File: src/rtl/led_pattern_ctrl.sv
// led_pattern_ctrl: Avalon-MM LED sequencer with SW, heartbeat, bounce-chase and blink modes, a step timer and a bounce irq.
// Define LED_PWM_EN to add the global 8-bit PWM brightness dimmer (CTRL[15:8]).
module led_pattern_ctrl #(
    parameter int unsigned CLK_HZ  = 50000000,
    parameter int unsigned TICK_HZ = 1000,
    parameter int unsigned NUM_LED = 4
) (
    input  logic               clk_clk,
    input  logic               reset_reset,
    input  logic [1:0]         avs_address,
    input  logic               avs_read,
    input  logic               avs_write,
    input  logic [31:0]        avs_writedata,
    output logic [31:0]        avs_readdata,
    output logic               avs_readdatavalid,
    output logic               avs_waitrequest,
    output logic [NUM_LED-1:0] led_out,
    output logic               irq
);
    localparam int unsigned DIV = (CLK_HZ / TICK_HZ < 1) ? 1 : CLK_HZ / TICK_HZ;
    localparam int unsigned PW  = (DIV > 1) ? $clog2(DIV) : 1;

    localparam logic [1:0] MODE_SW    = 2'd0;
    localparam logic [1:0] MODE_HB    = 2'd1;
    localparam logic [1:0] MODE_CHASE = 2'd2;
    localparam logic [1:0] MODE_BLINK = 2'd3;

    typedef enum logic {DIR_UP, DIR_DOWN} dir_t;

    logic               ctrl_en;
    logic [1:0]         ctrl_mode;
    logic               irq_en;
    logic [NUM_LED-1:0] swval;
    logic [15:0]        period;
    logic [15:0]        bounce_cnt;
    logic [15:0]        cnt_nxt;
    logic               irq_pend;
    logic [PW-1:0]      pre_cnt;
    logic [15:0]        step_cnt;
    logic [15:0]        period_eff;
    dir_t               dir, dir_nxt;
    logic [NUM_LED-1:0] pos, pos_nxt;
    logic               hb, hb_nxt;
    logic               blink_on, blink_nxt;
    logic [NUM_LED-1:0] pattern;
    logic               pwm_on;
    logic [7:0]         brightness_rd;
    logic               wr_ctrl, wr_swval, wr_period, wr_status, rd_en;
    logic               tick, step, restart, adv, bounce;
    logic               clr_pend, clr_cnt;
    logic [31:0]        rd_mux;
    logic               unused_wdata;

    assign avs_waitrequest = 1'b0;
    assign unused_wdata    = ^avs_writedata[30:16];

    assign wr_ctrl   = avs_write && (avs_address == 2'd0);
    assign wr_swval  = avs_write && (avs_address == 2'd1);
    assign wr_period = avs_write && (avs_address == 2'd2);
    assign wr_status = avs_write && (avs_address == 2'd3);
    assign rd_en     = avs_read && !avs_write;
    assign clr_pend  = wr_status && avs_writedata[31];
    assign clr_cnt   = wr_status && (avs_writedata[15:0] != 16'd0);

    // Mode or enable change restarts timing and pattern from a known phase.
    assign restart    = wr_ctrl && ((avs_writedata[0] != ctrl_en) || (avs_writedata[2:1] != ctrl_mode));
    assign tick       = (pre_cnt == PW'(DIV - 1));
    assign period_eff = (period == 16'd0) ? 16'd1 : period;
    assign step       = tick && (step_cnt >= (period_eff - 16'd1));
    assign adv        = step && ctrl_en && !restart;

`ifdef LED_PWM_EN
    logic [7:0] brightness;
    logic [7:0] pwm_cnt;

    always_ff @(posedge clk_clk) begin
        if (reset_reset) begin
            brightness <= 8'hFF;
            pwm_cnt    <= 8'd0;
        end else begin
            pwm_cnt <= pwm_cnt + 8'd1;
            if (wr_ctrl) brightness <= avs_writedata[15:8];
        end
    end

    assign pwm_on        = (pwm_cnt < brightness);
    assign brightness_rd = brightness;
`else
    assign pwm_on        = 1'b1;
    assign brightness_rd = 8'h00;
`endif

    // Pattern state register (chase direction FSM plus heartbeat/blink phase).
    always_ff @(posedge clk_clk) begin
        if (reset_reset) begin
            dir      <= DIR_UP;
            pos      <= NUM_LED'(1);
            hb       <= 1'b0;
            blink_on <= 1'b0;
        end else begin
            dir      <= dir_nxt;
            pos      <= pos_nxt;
            hb       <= hb_nxt;
            blink_on <= blink_nxt;
        end
    end

    always_comb begin
        dir_nxt   = dir;
        pos_nxt   = pos;
        hb_nxt    = hb;
        blink_nxt = blink_on;
        bounce    = 1'b0;
        if (restart) begin
            dir_nxt   = DIR_UP;
            pos_nxt   = NUM_LED'(1);
            hb_nxt    = 1'b0;
            blink_nxt = 1'b0;
        end else if (adv) begin
            case (ctrl_mode)
                MODE_HB:    hb_nxt    = ~hb;
                MODE_BLINK: blink_nxt = ~blink_on;
                MODE_CHASE: begin
                    if (dir == DIR_UP) begin
                        pos_nxt = pos << 1;
                        if (pos[NUM_LED-2]) dir_nxt = DIR_UP == DIR_UP ? DIR_DOWN : DIR_UP;
                    end else begin
                        pos_nxt = pos >> 1;
                        if (pos[1]) begin
                            dir_nxt = DIR_UP;
                            bounce  = 1'b1;
                        end
                    end
                end
                default: ;
            endcase
        end
    end

    always_comb begin
        case (ctrl_mode)
            MODE_SW:    pattern = swval;
            MODE_HB:    pattern = {swval[NUM_LED-1:1], hb};
            MODE_CHASE: pattern = pos;
            default:    pattern = {NUM_LED{blink_on}};
        endcase
    end

    // Bounce counter saturates; a same-cycle clear and bounce leaves a count of one.
    always_comb begin
        cnt_nxt = clr_cnt ? 16'd0 : bounce_cnt;
        if (bounce && (cnt_nxt != 16'hFFFF)) cnt_nxt = cnt_nxt + 16'd1;
    end

    always_comb begin
        case (avs_address)
            2'd0:    rd_mux = {16'd0, brightness_rd, 4'd0, irq_en, ctrl_mode, ctrl_en};
            2'd1:    rd_mux = 32'(swval);
            2'd2:    rd_mux = {16'd0, period};
            default: rd_mux = {irq_pend, 15'd0, bounce_cnt};
        endcase
    end

    always_ff @(posedge clk_clk) begin
        if (reset_reset) begin
            ctrl_en           <= 1'b0;
            ctrl_mode         <= MODE_SW;
            irq_en            <= 1'b0;
            swval             <= '0;
            period            <= 16'd250;
            bounce_cnt        <= 16'd0;
            irq_pend          <= 1'b0;
            pre_cnt           <= '0;
            step_cnt          <= 16'd0;
            led_out           <= '0;
            irq               <= 1'b0;
            avs_readdata      <= 32'd0;
            avs_readdatavalid <= 1'b0;
        end else begin
            if (wr_ctrl) begin
                ctrl_en   <= avs_writedata[0];
                ctrl_mode <= avs_writedata[2:1];
                irq_en    <= avs_writedata[3];
            end
            if (wr_swval)  swval  <= avs_writedata[NUM_LED-1:0];
            if (wr_period) period <= avs_writedata[15:0];

            if (restart) begin
                pre_cnt  <= '0;
                step_cnt <= 16'd0;
            end else begin
                pre_cnt <= tick ? '0 : pre_cnt + PW'(1);
                if (step)      step_cnt <= 16'd0;
                else if (tick) step_cnt <= step_cnt + 16'd1;
            end

            bounce_cnt <= cnt_nxt;
            if (bounce && irq_en) irq_pend <= 1'b1;
            else if (clr_pend)    irq_pend <= 1'b0;

            led_out <= ctrl_en ? (pattern & {NUM_LED{pwm_on}}) : '0;
            irq     <= irq_pend & irq_en;

            avs_readdatavalid <= rd_en;
            if (rd_en) avs_readdata <= rd_mux;
        end
    end
endmodule

File: config.mk
export PLATFORM = sky130hd
export DESIGN_NAME = led_pattern_ctrl
export DESIGN_NICKNAME = d
export VERILOG_FILES = /design/src/rtl/led_pattern_ctrl.sv
export SDC_FILE = /design/constraint.sdc
export NUM_CORES = 1
export LEC_CHECK = 0
export ABC_AREA = 1
export CORE_ASPECT_RATIO = 2
export CORE_UTILIZATION = 60
export DETAILED_ROUTE_END_ITERATION = 6
export PLACE_DENSITY = 0.84
export SLEW_MARGIN = 20
export SYNTH_ARGS = -nofsm -noshare
export SYNTH_HDL_FRONTEND = slang
export SYNTH_SLANG_ARGS = --single-unit
File: constraint.sdc
create_clock -name clk_clk -period 5.8 [get_ports clk_clk]
set_input_delay 1.16 -clock clk_clk [delete_from_list [all_inputs] [get_ports clk_clk]]
set_output_delay 1.16 -clock clk_clk [all_outputs]
set_load 0.1 [all_outputs]
# == Yosys cells after proc, flatten, opt, wreduce, memory -nomap -nowiden ==
# Index checks and enable logic that the tools add are counted.
# word_totals
register_bits,118
latchBits,0
ram_bits,0
mem_bits_ro,0
in_bits,38
output_inout_bits,39
word_cells,80
mem_count,0
# op_classes
n_addsub,4
mul,0
div,0
order_cmp,1
eq_ne,10
shift,0
muxes,16
bitwise,4
reduce_logical,28
# op_table
op,count
$pmux 32 s3,1
$add 16x1->16 const B,3
$mux 16,3
$eq 16x16->1 const B,1
$ge 16x16->1,1
$logic_not 16->1,1
$ne 16x16->1 const B,1
$reduce_bool 16->1,1
$sub 16x1->16 const B,1
$logic_and 1x1->1,13
$pmux 4 s3,1
$mux 1,10
$eq 2x2->1 const B,4
$reduce_and 2->1,3
$reduce_or 3->1,2
$eq 2x1->1 const B,2
$logic_not 2->1,2
$mux 4,1
$reduce_or 2->1,2
$not 1->1,3
$logic_not 1->1,2
$ne 2x2->1,1
$reduce_bool 2->1,1
$and 1x1->1,1
2 further kinds,2

# == Longest topological paths before layout ==
# Gate-level depths: netlist of run 1.
# logic_depth
word_depth,11
mapped_depth,25
mapped_depth_nobuf,25

# == Worst setup path before layout of run 1 ==
# OpenSTA, ideal clock, no wires.
# synth_timing
kind,in2reg
startpoint,input port avs_writedata[10]
endpoint,register bounce_cnt[11]
setup_time_ns,0.071
arrival_ns,3.265
t_required_ns,5.729
setup_slack_ns,2.464
path_stages,18
n_path_buf,3
cell_sequence,nor2_1 -> nand2_1 -> nor2_1 -> nand2_1 -> nand2_4 -> buf_6 -> buf_2 -> inv_1 -> nor2_1 -> ha_1 -> nand2_1 -> nand3b_1 -> nor2_4 -> nand4_4 -> nand2_2 -> buf_6 -> nand2_2 -> a21oi_2
# synth_via
elab_chain_len,6
word_cells_on_any_way,7
classes_between,1 x add/sub; 1 x eq/ne; 2 x mux; 3 x reduce/logical
# synth_rtl
item,line,text
"start, declared",13,"input logic [31:0] avs_writedata,"
$reduce_bool 16->1 (*),63,assign clr_cnt = wr_status && (avs_writedata[15:0] != 16'd0);
$logic_and 1x1->1 (*),63,
$mux 16 (*),151,cnt_nxt = clr_cnt ? 16'd0 : bounce_cnt;
branches (longest 2 deep; another with $add 16x1->16),--,
$mux 16 (*),152,if (bounce && (cnt_nxt != 16'hFFFF)) cnt_nxt = cnt_nxt + 16'd1;
"end signal, assigned",197,bounce_cnt <= cnt_nxt;
"end, declared",35,logic [15:0] bounce_cnt;
# Mark *: on every way between the ends.
# A chain may end at the register's enable or synchronous reset.

# == Worst setup path in the final report of run 1 ==
# layout_timing
startpoint,input port avs_address[0]
endpoint,register bounce_cnt[0]
# layout_via
elab_chain_len,9
word_cells_on_any_way,15
classes_between,1 x add/sub; 2 x eq/ne; 4 x mux; 8 x reduce/logical
# layout_rtl
item,line,text
"start, declared",10,"input logic [1:0] avs_address,"
branches (longest 8 deep; another with $add 16x1->16),--,
$mux 16 (*),152,
# Marks and branches as above.

==> metrics.cfg, run 1 <==
[placed_design]
portBuffers = 45
gp_congestion = 0.993
dp.cells = 974
dpl.hpwl_microns = 11400

[synth]
yosys.area.top_type = dfxtp_1
syn_area_per_cell_sq_um = 6.93
synth_seq_cells = 103
ys_seq_area_frac = 0.353
synth_area_leaders = dfxtp_1, nand2_1, inv_1
async_flop_share = 0
netlist_area_sq_um = 5850
ys_types = 48
synthFlopType = dfxtp_1
synth_warnings = 0
synth_cells = 844
synth-edff-count = 0
synth_top_area_share = 0.353

[layout]
syn_to_final_growth_pct = 12.5
final_layout_size_suffix_gt1_frac = 0.0666
nets = 939
final_util = 0.701
layout_commonest_cell = nand2_1
stdcell_count = 990
n_antenna_cell = 0
final_cell_mix = nand2_1, inv_1, nor2_1

[route]
drtIter0Drc = 232
wire_per_inst_microns = 14.7
ant_nets = 0
vias = 5555
viasPerCell = 5.61
dr.pass1.iters = 5
drc = 0
wl_microns = 14600

[worst_setup_path]
end_kind = flip-flop
slowest_stage = clkdlybuf4s50_1
path_cells = clkdlybuf4s50_1 > nand2_1 > nor2_1 > nand2_4 > inv_1 > nor2_1 > ha_1 > nand2_1 > nand3b_1 > nor2_4 > nand4_4 > nand2_2 > nand2_1 > a21oi_1
reg2reg_setup_slack_ps = 1770
worst_path_most_repeated_cell = nand2_1
crit_arrival_ps = 4470
cp-start-kind = primary input
slowest_delay_ps = 480
critPathTopFamily = simple AND/OR/NAND/NOR gates
path_buf_inv = 2
critical_path.max_fanout = 24
critPathRequiredTime_ps = 6070
critical_path_class = primary input to flip-flop

[run]
drv_cap = 0

[timing]
slew_violations = 0
grt_setup_unrepaired = no
finalHoldViolCount = 0
fin_worst_skew_ps = 8.39
relSlewSlack = 0.344
setup_viol = 0
fin_crit_sh = 0.724
max_freq_mhz = 238
worstMarginPinSlew_ps = 981
tns_ps = 0
fin_crit_ps = 4200

[grt]
busiest_layer = met2
antenna_found_initial = 0
grt_usage = 0.303
grt_max_degree = 33
use_met3 = 0.0490
grtUsageMet1 = 0.259
grt_pass1_wl_microns = 23800
grt_pass1_vias = 5562
grt-ovfl-total = 0
use_met2 = 0.601

[clock_tree]
ctsResizeCount = 0
clk_pin_slew_ps = 70
htreeDepth = 3
clkSinkCount = 103
cts_tree = yes
cts_hold_buf = 0
clkLatencyLatePin_ps = 350
cts_setup_buffers = 0
cts_buffer_depth = 2
clock-root-buffer = clkbuf_16
cts_buffers = 9

[outcome]
outcome = complete, no violations

[power_and_ir_drop]
power_frac_seq = 0.468
clkPwrFrac = 0.389
swShare = 0.294
combPwrFrac = 0.143
power_leakage_uw = 0.00278
ir_worst_vdd_mv = 0.174
powerDensity_nw_per_um2 = 240
p_int_uw = 1110
switching_power_uw = 463

[min_path]
hp-class = flip-flop to flip-flop

[floorplanning]
coreArea_sq_um = 9380
die_width_microns = 71.8
start_util = 0.623
die_h_microns = 142
num_io_pins = 77
die-area_sq_um = 10200
rows = 50

## path summary, 6_finish.rpt
kind / end / from / cells after the start
worst max register to register: bounce_cnt[6] / period[10] / 24
worst max-delay path: bounce_cnt[0] / avs_address[0] / 14
worst min-delay path: pre_cnt[0] / pre_cnt[0] / 1
worst min register to register: pre_cnt[0] / pre_cnt[0] / 1
## routing by layer
metal,share of wire,vias up
met5,0,-
met4,0.058,0
met3,0.031,60
met2,0.57,153
met1,0.34,2568
li1,-,2774
## power groups by stage
stage	Combinational (uW)	Clock [uW]	Sequential, uW
2_1_floorplan	128	0	803
3_3_place_gp	221	0	753
3_5_place_dp	224	0	754
4_1_cts	225	617	737
5_1_grt	241	646	739
6_report	226	613	737
## cells in the mapped netlist (10+ instances only)
library cell,instances
a21oi_1,54
a21oi_2,10
buf_4,16
clkbuf_1,12
dfxtp_1,103
ha_1,20
inv_1,127
nand2_1,154
nand3_1,42
nand4_1,18
nor2_1,111
o21ai_0,51
xor2_1,27
## worst reg2reg max path, cell delays in order, from the launching register on
cell and delay (ps):
dfxtp_1 360, inv_1 100, nand2_1 110, nor2_1 60
nand2_1 80, nor2_1 50, a21oi_1 190, ha_1 220
nand2_1 90, nor2_1 200, nand2_1 130, nor2_1 190
nand3_1 110, xor2_1 140, inv_1 60, ha_1 300
nand4_1 140, a21oi_1 160, nor2_1 110, nand2_1 140
nand4_1 110, nor2_2 330, nand2_2 270, nand2_1 150
a21oi_2 50
## logic make-up after synthesis
logic type / synth area share
AND/OR/NAND/NOR: 0.284
buffers and inverters: 0.121
AO/OA/AOI/OAI: 0.150
flip-flops: 0.353
XOR/XNOR: 0.0494
adder cells (fa/ha/maj): 0.0428
other: 0.000642
## registers in the layout, indices dropped and copies added (netlist names)
register and cells:
ctrl_mode 2, ctrl_en 1, pre_cnt 16, swval 4, pos 4, bounce_cnt 16
step_cnt 16, led_out 4, blink_on 1, irq 1, irq_en 1, avs_readdata 17
period 16, hb 1, dir 1, irq_pend 1, avs_readdatavalid 1
## final cells by class
type / count / area (sq um)
repair buffers: 46 / 458
fillers: 830 / 2810
multi-input cells: 589 / 3130
well taps: 104 / 130
flip-flops and latches: 103 / 2060
inverters: 132 / 495
clock buffers: 9 / 225
clock inverters: 7 / 72.6
## metrics by stage
step	total power [uW]	instance area (sq um)	setup WS, ps	hold WS [ps]
after CTS	1580	6580	1650	478
after detailed placement	978	6280	1290	462
final	1580	6580	1600	477
after global routing	1630	6580	1390	501
after global placement	973	6280	1390	441
after floorplan	931	5900	2460	430
Power figures use the tool's default switching activity.
==> inputs of run 2 (changes only) <==
--- a/config.mk
+++ b/config.mk
@@ -7,9 +7,9 @@
 export LEC_CHECK = 0
 export ABC_AREA = 1
 export CORE_ASPECT_RATIO = 2
-export CORE_UTILIZATION = 60
+export CORE_UTILIZATION = 50
 export DETAILED_ROUTE_END_ITERATION = 6
-export PLACE_DENSITY = 0.84
+export PLACE_DENSITY = 0.74
 export SLEW_MARGIN = 20
 export SYNTH_ARGS = -nofsm -noshare
 export SYNTH_HDL_FRONTEND = slang
==> constraint.sdc (replaced) <==
create_clock -name clk_clk -period 3.4 [get_ports clk_clk]
set_input_delay 0.68 -clock clk_clk [delete_from_list [all_inputs] [get_ports clk_clk]]
set_output_delay 0.68 -clock clk_clk [all_outputs]
set_load 0.1 [all_outputs]
==> metrics.cfg, run 2 (synthesis results as in run 1) <==
[outcome]
outcome = complete, no violations

[timing]
finalHoldViolCount = 0
fin_worst_skew_ps = 9.52
fin_crit_sh = 0.972
slew_violations = 0
fin_crit_ps = 3300
grt_setup_unrepaired = yes
max_freq_mhz = 303
setup_viol = 0
hold_ws_ps = 460
relSlewSlack = 0.350
worstMarginPinSlew_ps = 971

[floorplanning]
rows = 55
die_h_microns = 155
die_width_microns = 78.5
coreArea_sq_um = 11400
start_util = 0.515
die-area_sq_um = 12200
num_io_pins = 77

[route]
ant_nets = 0
dr.pass1.iters = 4
drc = 0
vias = 5705
wl_microns = 15200
viasPerCell = 5.20
drtIter0Drc = 206
wire_per_inst_microns = 13.9

[placed_design]
portBuffers = 45
placed_cell_area_sq_um = 6800
gp_congestion = 0.958
dp.cells = 1077
dpl.hpwl_microns = 11600

[layout]
final_layout_size_suffix_gt1_frac = 0.195
largest_register_ffs = 17
stdcell_count = 1097
syn_to_final_growth_pct = 25.8
regMostFlops = avs_readdata
final_cell_mix = nand2_1, inv_1, nor2_1
layout_commonest_cell = nand2_1
fill_cells = 1036
n_antenna_cell = 0
nets = 1009
design_area_sq_um = 7350

[power_and_ir_drop]
clkPwrFrac = 0.398
power_leakage_uw = 0.00318
p_int_uw = 2030
combPwrFrac = 0.157
swShare = 0.282
power_frac_seq = 0.444
switching_power_uw = 796
powerDensity_nw_per_um2 = 385
ir_worst_vdd_mv = 0.287

[worst_setup_path]
crit_arrival_ps = 3600
path_buf_inv = 3
path_cells = inv_1 > nand4_1 > nor2_2 > a21oi_2 > ha_2 > nand2_4 > nor2_4 > nand2_2 > nor2_4 > nand3_2 > xor2_1 > inv_1 > ha_4 > nand4_1 > nor2_2 > nand2_2 > nand2_4 > nand4_1 > nor2_4 > buf_6 > nand3_1 > a21oi_2
critical_path_class = flip-flop to flip-flop
slowest_delay_ps = 340
critPathTopFamily = simple AND/OR/NAND/NOR gates
cp-start-kind = flip-flop
end_kind = flip-flop
slowest_stage = dfxtp_1
critPathRequiredTime_ps = 3700
critical_path.max_fanout = 6

[clock_tree]
cts_buffer_depth = 2
htreeDepth = 3
clkSinkCount = 103
clkLatencyLatePin_ps = 360
clk_pin_slew_ps = 70
clock-root-buffer = clkbuf_16
cts_tree = yes
cts_buffers = 9
cts_hold_buf = 0

[run]
drv_cap = 0

[grt]
grt_usage = 0.255
grt_pass1_vias = 5453
grt-ovfl-total = 0
grt_max_degree = 27
antenna_found_initial = 0
grt_pass1_wl_microns = 24100

[min_path]
hp-class = flip-flop to flip-flop

[run 2: cell count changes in the layout (fill, tap and decap cells not counted), moves of 6 or more]
cell	delta
buf_4	+78
clkdlybuf4s50_1	-11
dfxtp_1	-12
dfxtp_2	+12
nand2_1	-10
nand2_2	+6
nand3_1	-9
nand3_2	+7
nor2_1	-8
[run 2: power groups by stage]
stage / logic, uW / registers, uW / clock network (uW)
finish: 445 / 1260 / 1130
global route: 473 / 1260 / 1190
CTS: 431 / 1250 / 1140
detailed placement: 429 / 1280 / 0
global placement: 427 / 1280 / 0
floorplan: 218 / 1370 / 0
[run 2: repair_timing]
| item | CTS | global route |
|---|---|---|
| gates resized for setup | 4 | 56 |
| buffers inserted | 0 | 5 |
| pin swaps | 1 | 33 |
| setup endpoints to repair | 29 | 40 |
[run 2: metrics by stage]
step | setup slack [ps] | total power, uW | setup TNS [ps] | utilization
5_1_grt | -143 | 2920 | -2350 | 0.648
3_3_place_gp | -39.8 | 1710 | -424 | 0.599
3_5_place_dp | -105 | 1710 | -1710 | 0.599
2_1_floorplan | 210 | 1590 | 0 | -
4_1_cts | -12.1 | 2820 | -12.1 | 0.628
6_report | 95.4 | 2830 | 0 | 0.648
[run 2: cell type report]
| type | count | area, sq um | area share |
|---|---|---|---|
| well taps | 142 | 178 | 0.0242 |
| repair buffers | 116 | 976 | 0.133 |
| multi-input cells | 589 | 3310 | 0.450 |
| clock inverters | 5 | 82.6 | 0.0112 |
| clock buffers | 10 | 239 | 0.0325 |
| inverters | 132 | 495 | 0.0674 |
| flip-flops and latches | 103 | 2080 | 0.282 |
[run 2: worst register-to-register path, stage by stage (launching register included)]
cell	delay [ps]
dfxtp_1	340
inv_1	60
nand4_1	180
nor2_2	80
a21oi_2	170
ha_2	220
nand2_4	70
nor2_4	120
nand2_2	80
nor2_4	140
nand3_2	90
xor2_1	140
inv_1	90
ha_4	270
nand4_1	130
nor2_2	180
nand2_2	100
nand2_4	100
nand4_1	130
nor2_4	200
buf_6	160
nand3_1	90
a21oi_2	110
[run 2: routing by layer]
metal,routed length [microns],up-vias,share of wire,global-route usage
met4,801,0,0.053,0.152
met3,303,47,0.020,0.0364
li1,-,2910,-,-
met1,5470,2640,0.36,0.232
met2,8650,108,0.57,0.512
met5,0,-,0,0
[run 2: path summary, 6_finish.rpt]
check | startpoint | endpoint | slack [ps] | cells past startpoint
min reg2reg | pre_cnt[0] | pre_cnt[0] | 460 | 1
max reg2reg | period[13] | bounce_cnt[2] | 100 | 22
min | pre_cnt[0] | pre_cnt[0] | 460 | 1
max | period[13] | bounce_cnt[2] | 100 | 22
==> inputs of run 3 (changes only) <==
--- a/config.mk
+++ b/config.mk
@@ -7,9 +7,9 @@
 export LEC_CHECK = 0
 export ABC_AREA = 1
 export CORE_ASPECT_RATIO = 2
-export CORE_UTILIZATION = 50
+export CORE_UTILIZATION = 60
 export DETAILED_ROUTE_END_ITERATION = 6
-export PLACE_DENSITY = 0.74
+export PLACE_DENSITY = 0.84
 export SLEW_MARGIN = 20
 export SYNTH_ARGS = -nofsm -noshare
 export SYNTH_HDL_FRONTEND = slang
==> constraint.sdc (replaced) <==
create_clock -name clk_clk -period 4.05 [get_ports clk_clk]
set_input_delay 0.81 -clock clk_clk [delete_from_list [all_inputs] [get_ports clk_clk]]
set_output_delay 0.81 -clock clk_clk [all_outputs]
set_load 0.1 [all_outputs]
==> metrics.cfg, run 3 (synthesis results as in run 1) <==
[timing]
worstMarginPinSlew_ps = 983
fin_worst_skew_ps = 5.76
setup_viol = 0
fin_crit_ps = 3690
fin_crit_sh = 0.912
max_freq_mhz = 271
slew_violations = 0
finalHoldViolCount = 0
tns_ps = 0
worst_slack_ps = 358
relSlewSlack = 0.342

[outcome]
outcome = complete, no violations

[floorplanning]
start_util = 0.623
die_h_microns = 142
die-area_sq_um = 10200
rows = 50
num_io_pins = 77
die_width_microns = 71.8
coreArea_sq_um = 9380

[worst_setup_path]
critical_path_class = flip-flop to flip-flop
critPathRequiredTime_ps = 4340
end_kind = flip-flop
reg2reg_setup_slack_ps = 360
cp-start-kind = flip-flop
crit_arrival_ps = 3980
critical_path.max_fanout = 8
worstReg2RegEnd = bounce_cnt[12]
ff2ff_path_depth = 25
r2r-start = period[5]

[clock_tree]
clkSinkCount = 103
clkLatencyLatePin_ps = 350
cts_hold_buf = 0
cts_setup_buffers = 0
cts_buffers = 9
htreeDepth = 3
clock-root-buffer = clkbuf_16
clk_pin_slew_ps = 70
cts_buffer_depth = 2
cts_tree = yes

[layout]
n_antenna_cell = 0
design_area_sq_um = 6680
fill_cells = 772
final_cell_mix = nand2_1, inv_1, nor2_1
final_layout_size_suffix_gt1_frac = 0.0825
nets = 951
regMostFlops = avs_readdata
layout_commonest_cell = nand2_1
ff_latch_area_sq_um = 2060
syn_to_final_growth_pct = 14.3
largest_register_ffs = 17
multi_input_area_sq_um = 3160

[min_path]
hp-class = flip-flop to flip-flop
worstHoldPathCells = 1
holdCritStartpoint = pre_cnt[0]
whs_endpoint = pre_cnt[0]

[grt]
grt_usage = 0.300
grt-ovfl-total = 0
grt_max_degree = 33
antenna_found_initial = 0
grt_pass1_vias = 5495
grt_pass1_wl_microns = 23800

[placed_design]
placed_cell_area_sq_um = 6370
dpl_worst_slack_ps = 71.2
dpl.hpwl_microns = 11600
gp_congestion = 0.944
portBuffers = 45

[route]
drtIter0Drc = 278
wl_met2_microns = 8410
wl_met1_microns = 5080
ant_nets = 0
dr.pass1.iters = 6
top_layer_used = met4
drc = 0
viasPerCell = 5.60
wl_microns = 14900
vias = 5610
wire_per_inst_microns = 14.9
met3_length_microns = 562

[power_and_ir_drop]
p_total_uw = 2240
power_leakage_uw = 0.00283
powerDensity_nw_per_um2 = 335
ir_worst_vdd_mv = 0.232

[run]
drv_cap = 0

==> run 3: cell types whose count changed in the layout (fill, tap and decap cells not counted), sizes merged <==
cell,previous run,this run
clkinvlp,0,1
bufinv,2,1
clkinv,4,3
buf,82,13
clkdlybuf4s50,34,45
clkbuf,10,11
==> run 3: layer usage <==
metal / GRT usage / vias up
met5: 0 / -
met1: 0.267 / 2561
li1: - / 2794
met4: 0.194 / 0
met2: 0.595 / 190
met3: 0.0426 / 65
==> run 3: area by class of cell <==
cell class                 instances  area share
clock buffer                      11      0.0348
inverter                         132      0.0742
timing repair buffer              58      0.0820
multi-input combinational        589       0.474
sequential                       103       0.309
tap                              104      0.0195
clock inverter                     4     0.00712
==> run 3: metrics by stage <==
| step | std cells | hold slack [ps] | utilization |
|---|---|---|---|
| floorplan | 859 | 430 | - |
| finish | 1001 | 464 | 0.712 |
| detailed placement | 986 | 450 | 0.679 |
| global route | 1001 | 492 | 0.712 |
| global placement | 986 | 439 | 0.679 |
| CTS | 1001 | 473 | 0.709 |
==> run 3: worst max path at each step <==
stage,startpoint,endpoint,cells past startpoint
6_report,period[5],bounce_cnt[12],25
5_1_grt,period[5],bounce_cnt[10],25
4_1_cts,period[10],bounce_cnt[12],25
3_5_place_dp,period[10],bounce_cnt[12],25
3_3_place_gp,period[10],bounce_cnt[10],25
2_1_floorplan,period[5],bounce_cnt[2],25
==> run 3: report_power, final <==
group	internal, uW	switching (uW)
Clock	474	375
Combinational	83.7	250
Sequential	1040	18.5
Total	1600	644
==> run 3: worst max-delay path: stages, from the launching register on <==
cell and delay [ps]:
dfxtp_1 370, inv_1 100, nand2_1 140, nor2_1 50
nand2_1 70, nor2_1 60, a21oi_2 160, ha_2 210
nand2_1 130, nor2_4 140, nand2_1 130, nor2_4 130
nand3_1 90, xor2_1 140, inv_1 60, ha_1 290
nand4_1 160, a21oi_1 160, nor2_1 100, nand2_1 130
nand3_2 140, nor2_4 290, nand3_1 140, nand2_1 80
nand2_1 40, nor2_1 100
==> run 3: repair_timing <==
action	CTS	global route
endpoints found under the setup margin	0	32
gates resized for setup	0	10
endpoints found under the hold margin	0	0
